### config.mk
export PLATFORM = sky130hd
export DESIGN_NAME = fix22_to_fp32
export DESIGN_NICKNAME = d
export VERILOG_FILES = /design/src/rtl/fix22_to_fp32.sv
export SDC_FILE = /design/constraint.sdc
export NUM_CORES = 1
export LEC_CHECK = 0
export ABC_AREA = 1
export CAP_MARGIN = 20
export CORE_ASPECT_RATIO = 0.8
export CORE_MARGIN = 4
export CORE_UTILIZATION = 55
export DETAILED_ROUTE_END_ITERATION = 12
export GPL_ROUTABILITY_DRIVEN = 1
export PLACE_DENSITY = 0.82
export SLEW_MARGIN = 30
export SYNTH_ARGS = -nofsm -noshare
export SYNTH_HDL_FRONTEND = slang
export SYNTH_SLANG_ARGS = --single-unit
### constraint.sdc
create_clock -name clk -period 3.45 [get_ports clk]
set_input_delay 0.69 -clock clk [delete_from_list [all_inputs] [get_ports clk]]
set_output_delay 0.69 -clock clk [all_outputs]
set_load 0.01 [all_outputs]
### src/rtl/fix22_to_fp32.sv
// fix22_to_fp32
//
// Converts a Q2.20 two's-complement word (range [-2.0, 2.0)) from the
// CORDIC cosine stage into an IEEE-754 single-precision value. The
// conversion is exact: the 22-bit magnitude always fits in the 24-bit
// significand, so it only has to be normalised, never rounded.
//
// Flow:
//   IDLE - accept a sample, split it into sign and magnitude, and preload
//          the exponent with 128. This is the exponent for a magnitude
//          whose leading one already sits in bit 21.
//          A zero (or flushed) magnitude completes here with +0.0.
//   NORM - shift the magnitude left by up to SHIFTS_PER_CYCLE places per
//          enabled edge. The exponent is decremented once per shift.
//          Once bit 21 is set, the result is written and done is pulsed.
//
// Optional build macro:
//   FIX2FP_FTZ_EN - when defined, any magnitude below 2^-16
//                   (mag[21:4] == 0) is flushed to +0.0 at accept time.
//                   When undefined, every nonzero input down to 2^-20
//                   is converted exactly.
//
// Port names follow the surrounding datapath (clk/reset/clk_en/in_valid/
// fix_in/float_out/done/busy) so the block drops straight in after the
// CORDIC stage.

module fix22_to_fp32 #(
  parameter int SHIFTS_PER_CYCLE = 4
) (
  input  logic        clk,
  input  logic        reset,
  input  logic        clk_en,
  input  logic        in_valid,
  input  logic [21:0] fix_in,
  output logic [31:0] float_out,
  output logic        done,
  output logic        busy
);

  typedef enum logic [0:0] {
    ST_IDLE = 1'b0,
    ST_NORM = 1'b1
  } state_t;

  // Exponent of a magnitude whose leading one is already in bit 21:
  // bit 21 carries weight 2^1, so the biased exponent is 127 + 1.
  localparam logic [7:0] EXP_TOP = 8'd128;

  state_t      state_q, state_d;
  logic        sign_q, sign_d;
  logic [21:0] mag_q, mag_d;
  logic [7:0]  exp_q, exp_d;
  logic [31:0] float_q, float_d;
  logic        done_q, done_d;

  logic [21:0] abs_s;
  logic        flush_s;
  logic [21:0] norm_mag_s;
  logic [7:0]  norm_exp_s;

  // Two's-complement magnitude. -2.0 (0x200000) maps onto itself, which
  // is still the correct unsigned value 2.0.
  function automatic logic [21:0] abs22(input logic [21:0] x);
    logic [21:0] r;
    if (x[21]) begin
      r = (~x) + 22'd1;
    end else begin
      r = x;
    end
    return r;
  endfunction

  // Magnitude of the incoming word, and whether it completes immediately as +0.0.
  always_comb begin
    abs_s = abs22(fix_in);
`ifdef FIX2FP_FTZ_EN
    flush_s = (abs_s[21:4] == 18'd0);
`else
    flush_s = (abs_s == 22'd0);
`endif
  end

  // One NORM cycle's worth of normalisation: up to SHIFTS_PER_CYCLE single-bit steps.
  always_comb begin
    norm_mag_s = mag_q;
    norm_exp_s = exp_q;
    for (int i = 0; i < SHIFTS_PER_CYCLE; i++) begin
      if (!norm_mag_s[21]) begin
        norm_mag_s = {norm_mag_s[20:0], 1'b0};
        norm_exp_s = norm_exp_s - 8'd1;
      end else begin
        norm_mag_s = norm_mag_s;
        norm_exp_s = norm_exp_s;
      end
    end
  end

  // Next-state and datapath updates. The done pulse drops on every edge; all else waits for clk_en.
  always_comb begin
    state_d = state_q;
    sign_d  = sign_q;
    mag_d   = mag_q;
    exp_d   = exp_q;
    float_d = float_q;
    done_d  = 1'b0;

    case (state_q)
      ST_IDLE: begin
        if (clk_en && in_valid) begin
          sign_d = fix_in[21];
          mag_d  = abs_s;
          exp_d  = EXP_TOP;
          if (flush_s) begin
            // Zero or flushed input: always +0.0, regardless of sign.
            float_d = 32'h0000_0000;
            done_d  = 1'b1;
            state_d = ST_IDLE;
          end else begin
            state_d = ST_NORM;
          end
        end else begin
          state_d = ST_IDLE;
        end
      end

      ST_NORM: begin
        if (clk_en) begin
          mag_d = norm_mag_s;
          exp_d = norm_exp_s;
          if (norm_mag_s[21]) begin
            // Bit 21 is the hidden one; the 21 bits below it are the
            // top of the fraction. Two zero bits pad the fraction to 23.
            float_d = {sign_q, norm_exp_s, norm_mag_s[20:0], 2'b00};
            done_d  = 1'b1;
            state_d = ST_IDLE;
          end else begin
            state_d = ST_NORM;
          end
        end else begin
          state_d = ST_NORM;
        end
      end

      default: begin
        state_d = ST_IDLE;
      end
    endcase
  end

  // State and datapath registers. Reset clears everything and aborts any conversion in flight.
  always_ff @(posedge clk or posedge reset) begin
    if (reset) begin
      state_q <= ST_IDLE;
      sign_q  <= 1'b0;
      mag_q   <= 22'd0;
      exp_q   <= 8'd0;
      float_q <= 32'h0000_0000;
      done_q  <= 1'b0;
    end else begin
      state_q <= state_d;
      sign_q  <= sign_d;
      mag_q   <= mag_d;
      exp_q   <= exp_d;
      float_q <= float_d;
      done_q  <= done_d;
    end
  end

  assign float_out = float_q;
  assign done      = done_q;
  assign busy      = (state_q == ST_NORM);

endmodule

Word-level counts from Yosys, hierarchy flattened:

Index checks and enable logic that the tools add are counted.

* bits in registers: 65
* input port bits: 26
* output and inout bits: 34
* word-level logic and storage cells: 52

* add/sub/neg operators: 5
* equality and inequality tests: 4
* mux-type cells: 30
* bitwise operators: 2
* reductions and logical operators: 5

Operator list (number)
* 22-bit 2-to-1 mux: 7
* 32-bit 2-to-1 mux: 4
* 32-bit case mux with 2 select lines: 1
* 8-bit 2-to-1 mux: 6
* 22-bit case mux with 2 select lines: 1
* 8-bit by 1-bit subtractor with 8-bit output, second input constant: 4
* 22-bit by 1-bit adder with 22-bit output, second input constant: 1
* 22-bit zero test: 1
* 22-bit inverter: 1
* 8-bit case mux with 2 select lines: 1
* 1-bit 2-to-1 mux: 8
* 2-bit != test, second input constant: 3
* 1-bit case mux with 2 select lines: 2
* 2-bit AND reduction: 2
* 4-bit AND reduction: 1
* 2-bit by 1-bit != test with 1-bit output, second input constant: 1
* 1-bit logical AND: 1
* 1-bit inverter: 1

Logic depth before layout (Yosys ltp):

* word-level depth: 11
* mapped depth: 23
* depth with buffers taken out: 22

Least setup slack after synthesis:

Ideal clock, no wire load.

* path kind: reg-to-reg
* start point: register exp_q[0]
* end point: register exp_q[4]
* library setup time: 0.077 ns
* arrival time: 2.813 ns
* required time: 3.373 ns
* slack: 0.560 ns
* cell stages (with the launch flop): 19
* buffers on the path: 1
* period minus slack after synthesis: 2.890 ns
* cell sequence: dfrtp_1 > buf_2 > inv_1 > ha_1 > o21ai_0 > inv_1 > ha_1 > o21ai_0 > inv_1 > ha_1 > nand2_1 > o21ai_1 > ha_1 > nand3_1 > nor2_1 > o21ai_1 > a21oi_1 > nand2_1 > o21ai_1

* word-level cells in the longest chain between the ends: 10

RTL lines
* start, declared: RTL line 52 `logic [7:0] exp_q, exp_d;`
* start signal, assigned: RTL line 163 `exp_q <= exp_d;`
* 8-bit by 1-bit subtractor with 8-bit output: RTL line 90 `norm_exp_s = norm_exp_s - 8'd1;`
* 8-bit 2-to-1 mux *: RTL line 88 `if (!norm_mag_s[21]) begin`
* 8-bit by 1-bit subtractor with 8-bit output: RTL line 90
* 8-bit 2-to-1 mux *: RTL line 88
* 8-bit by 1-bit subtractor with 8-bit output: RTL line 90
* 8-bit 2-to-1 mux *: RTL line 88
* 8-bit by 1-bit subtractor with 8-bit output: RTL line 90
* 8-bit 2-to-1 mux *: RTL line 88
* 8-bit 2-to-1 mux *: RTL line 127 `if (clk_en) begin`
* 8-bit case mux with 2 select lines *: RTL line 107 `case (state_q)`

Mark *: on every way between the ends. The rest lies on a longest branch, timed or not. The select of a mux whose other input is x is not followed.
A chain may end at the register's enable or synchronous reset.

Final worst setup path:

Same ends and word-level chain as after synthesis.

==> impl_metrics.json <==
{
  "grt_pass1_vias": 4740,
  "critPathArrivalTime_ps": 3460,
  "grt_start_max_net_pins": 43,
  "drt_iter0_markers": 566,
  "root_buffer": "clkbuf_8",
  "synth_top_area_share_pct": 33.2,
  "antenna_found_initial": 0,
  "synth.yosys.seq_area_share_pct": 33.2,
  "port_buffers": 57,
  "viasPerCell": 5.65,
  "endpoint_kind": "flip-flop",
  "max_slew_margin_pct": 42.5,
  "finalSetupTns_ps": 0,
  "dieArea_um2": 10200,
  "coreArea_um2": 8450,
  "synth_common_cells": "nand2_1, inv_1, nor2_1",
  "clockBufferDepth": 2,
  "fmax_mhz": 314,
  "vias": 5105,
  "dieHeight_um": 91.1,
  "tightest_slew_ps": 859,
  "critical_path_class": "flip-flop to flip-flop",
  "grt_overflow": 0,
  "first_pass_iters": 5,
  "wl_per_cell_um": 15.1,
  "final_antenna_net_count": 0,
  "placedCellCount": 887,
  "cp_data_required_time_ps": 3730,
  "numCtsBuffers": 9,
  "areaGrowthSynthToFinish_pct": 18.0,
  "synthAdderAreaFrac_pct": 1.32,
  "core.rowCount": 30,
  "drcViolationCount": 0,
  "setup_viol_count_final": 0,
  "synthCells": 738,
  "insertion_delay_ps": 360,
  "timing_hold_violations_final": 0,
  "synth_area_leader_cell": "dfrtp_1",
  "synthSimpleGateAreaFrac_pct": 35.0,
  "cts_num_sinks": 63,
  "fin_crit_ps": 3190,
  "gp_congestion": 0.912,
  "start_kind": "flip-flop",
  "die_x_um": 112,
  "start_util_pct": 56.2,
  "yosys-top-cells-area": "dfrtp_1, nand2_1, inv_1, nor2_1, nand3_1",
  "synth.area.mux_share_pct": 0.421,
  "synth_seq_cells": 63,
  "hpwl_um": 10300,
  "post_cts_buffers": 0,
  "syn_area_um2": 4750,
  "n_antenna_cell": 0,
  "vdd_drop_max_v": 0.000437,
  "synth_top_family_by_area": "simple AND/OR/NAND/NOR gates",
  "drive_above_1_share_pct": 7.84,
  "synth_warnings": 0,
  "synthFlopType": "dfrtp_1",
  "cap_viol_max_count": 0,
  "rsz0062_at_grt": "false",
  "path_clk_slew_ps": 90,
  "status": "finished, final reports clean",
  "fin_crit_sh_pct": 92.4,
  "critPathMaxFanout": 7,
  "nNetsFinal": 817,
  "wl_um": 13600,
  "synthArstFlopShare_pct": 100,
  "gr-usage-all-layers_pct": 27.0,
  "final-max-slew-violation-count": 0,
  "p_per_area_nw_per_um2": 989,
  "synth_edf_count": 0,
  "p_leak_nw": 2.77,
  "yosys.cell_count.top_type": "nand2_1",
  "cts_tree": "built",
  "io_pins": 60,
  "synth.distinct_cells": 40,
  "grt_pass1_wl_um": 22600,
  "htreeDepth": 3,
  "avgSynthCellArea_um2": 6.44,
  "synth_compound_area_share_pct": 17.4,
  "min_path_type": "flip-flop to flip-flop",
  "final_util_pct": 66.4,
  "clock_skew_ps": 12.1,
  "synthXorXnorAreaFrac_pct": 1.11,
  "fin_cells": 903
}
==> metal layers <==
layer | track usage [%] | part of all wire, %
met1 | 39.0 | 45
met5 | 0 | 0
met4 | 8.71 | 2.0
met3 | 7.00 | 9.3
met2 | 39.3 | 43
==> repair_timing <==
item,in CTS,in global routing
gates resized for setup,0,4
endpoints found under the setup margin,0,12
hold buffers,0,0
==> flip-flops by register name (all words and copies together) (netlist names) <==
signal	flops
busy	1
done	1
exp_q	8
float_out	30
mag_q	22
sign_q	1
==> critical path: stages (launching register included) <==
cell and delay, ps:
dfrtp_2 440, inv_1 120, ha_1 330, o21ai_1 160, inv_1 60, ha_1 310
o21ai_1 180, inv_1 70, ha_1 280, nand2_1 50, o21ai_1 150, ha_1 220
nand3_1 130, nor2_1 170, o21ai_1 80, a21oi_1 220, nand2_1 80, o21ai_1 80
==> cells by family (layout without fill, tap and decap cells) <==
kind of cell,Yosys count,in the layout
simple gates,393,393
compound gates,135,135
buf+inv,133,185
flops,63,63
xor+xnor,6,6
fa+ha+maj,5,5
mux,2,2
other cells,1,2
==> per-stage QoR <==
stage,hold slack [ps],setup WS [ps],power [W],instance area (um2)
final,478,262,0.00554,5610
after global routing,509,9.01,0.00604,5610
after CTS,486,137,0.00546,5600
after detailed placement,466,26.3,0.00470,5380
after global placement,460,122,0.00460,5380
after floorplan,496,560,0.00372,4750
==> layout by cell type, fill, tap and decap left out, types with 3 or more instances in the layout <==
master / n
clkdlybuf4s50_1: 57
ha_1: 5
o22ai_1: 16
clkbuf_8: 9
o211ai_1: 4
nand2_1: 222
a22oi_1: 3
o21ai_0: 35
o221ai_1: 14
inv_1: 92
o21ai_1: 21
nand4_1: 7
a221oi_1: 9
xor2_1: 5
nand3b_1: 4
buf_4: 11
nand3_1: 44
nor3_1: 3
nor2_4: 4
nand2_2: 9
nor2_2: 9
dfrtp_1: 62
a211oi_1: 6
nor2_1: 86
inv_2: 8
a21oi_1: 22
==> report_power, final <==
part | internal (W) | total [W] | switching [W]
Combinational | 0.00126 | 0.00352 | 0.00226
Sequential | 0.00105 | 0.00128 | 0.000231
Clock | 0.000412 | 0.000745 | 0.000333
Total | 0.00272 | 0.00554 | 0.00283
==> final timing paths <==
check,startpoint,end,slack (ps),cells past startpoint
worst max-delay path,exp_q[0],exp_q[4],260,17
worst min-delay path,float_out[22],float_out[22],480,2
worst max register to register,exp_q[0],exp_q[4],260,17
worst min register to register,float_out[22],float_out[22],480,2
max in group asynchronous,reset,exp_q[0],1980,3
min in group asynchronous,reset,float_out[15],720,2
==> area by class of cell <==
| class | instances | area (um2) |
|---|---|---|
| clock buffer | 10 | 128 |
| clock inverter | 6 | 92.6 |
| fill | 758 | 2840 |
| inverter | 101 | 379 |
| multi-input combinational | 543 | 2640 |
| sequential | 63 | 1580 |
| tap | 112 | 140 |
| timing repair buffer | 68 | 653 |
Power figures use the tool's default switching activity.
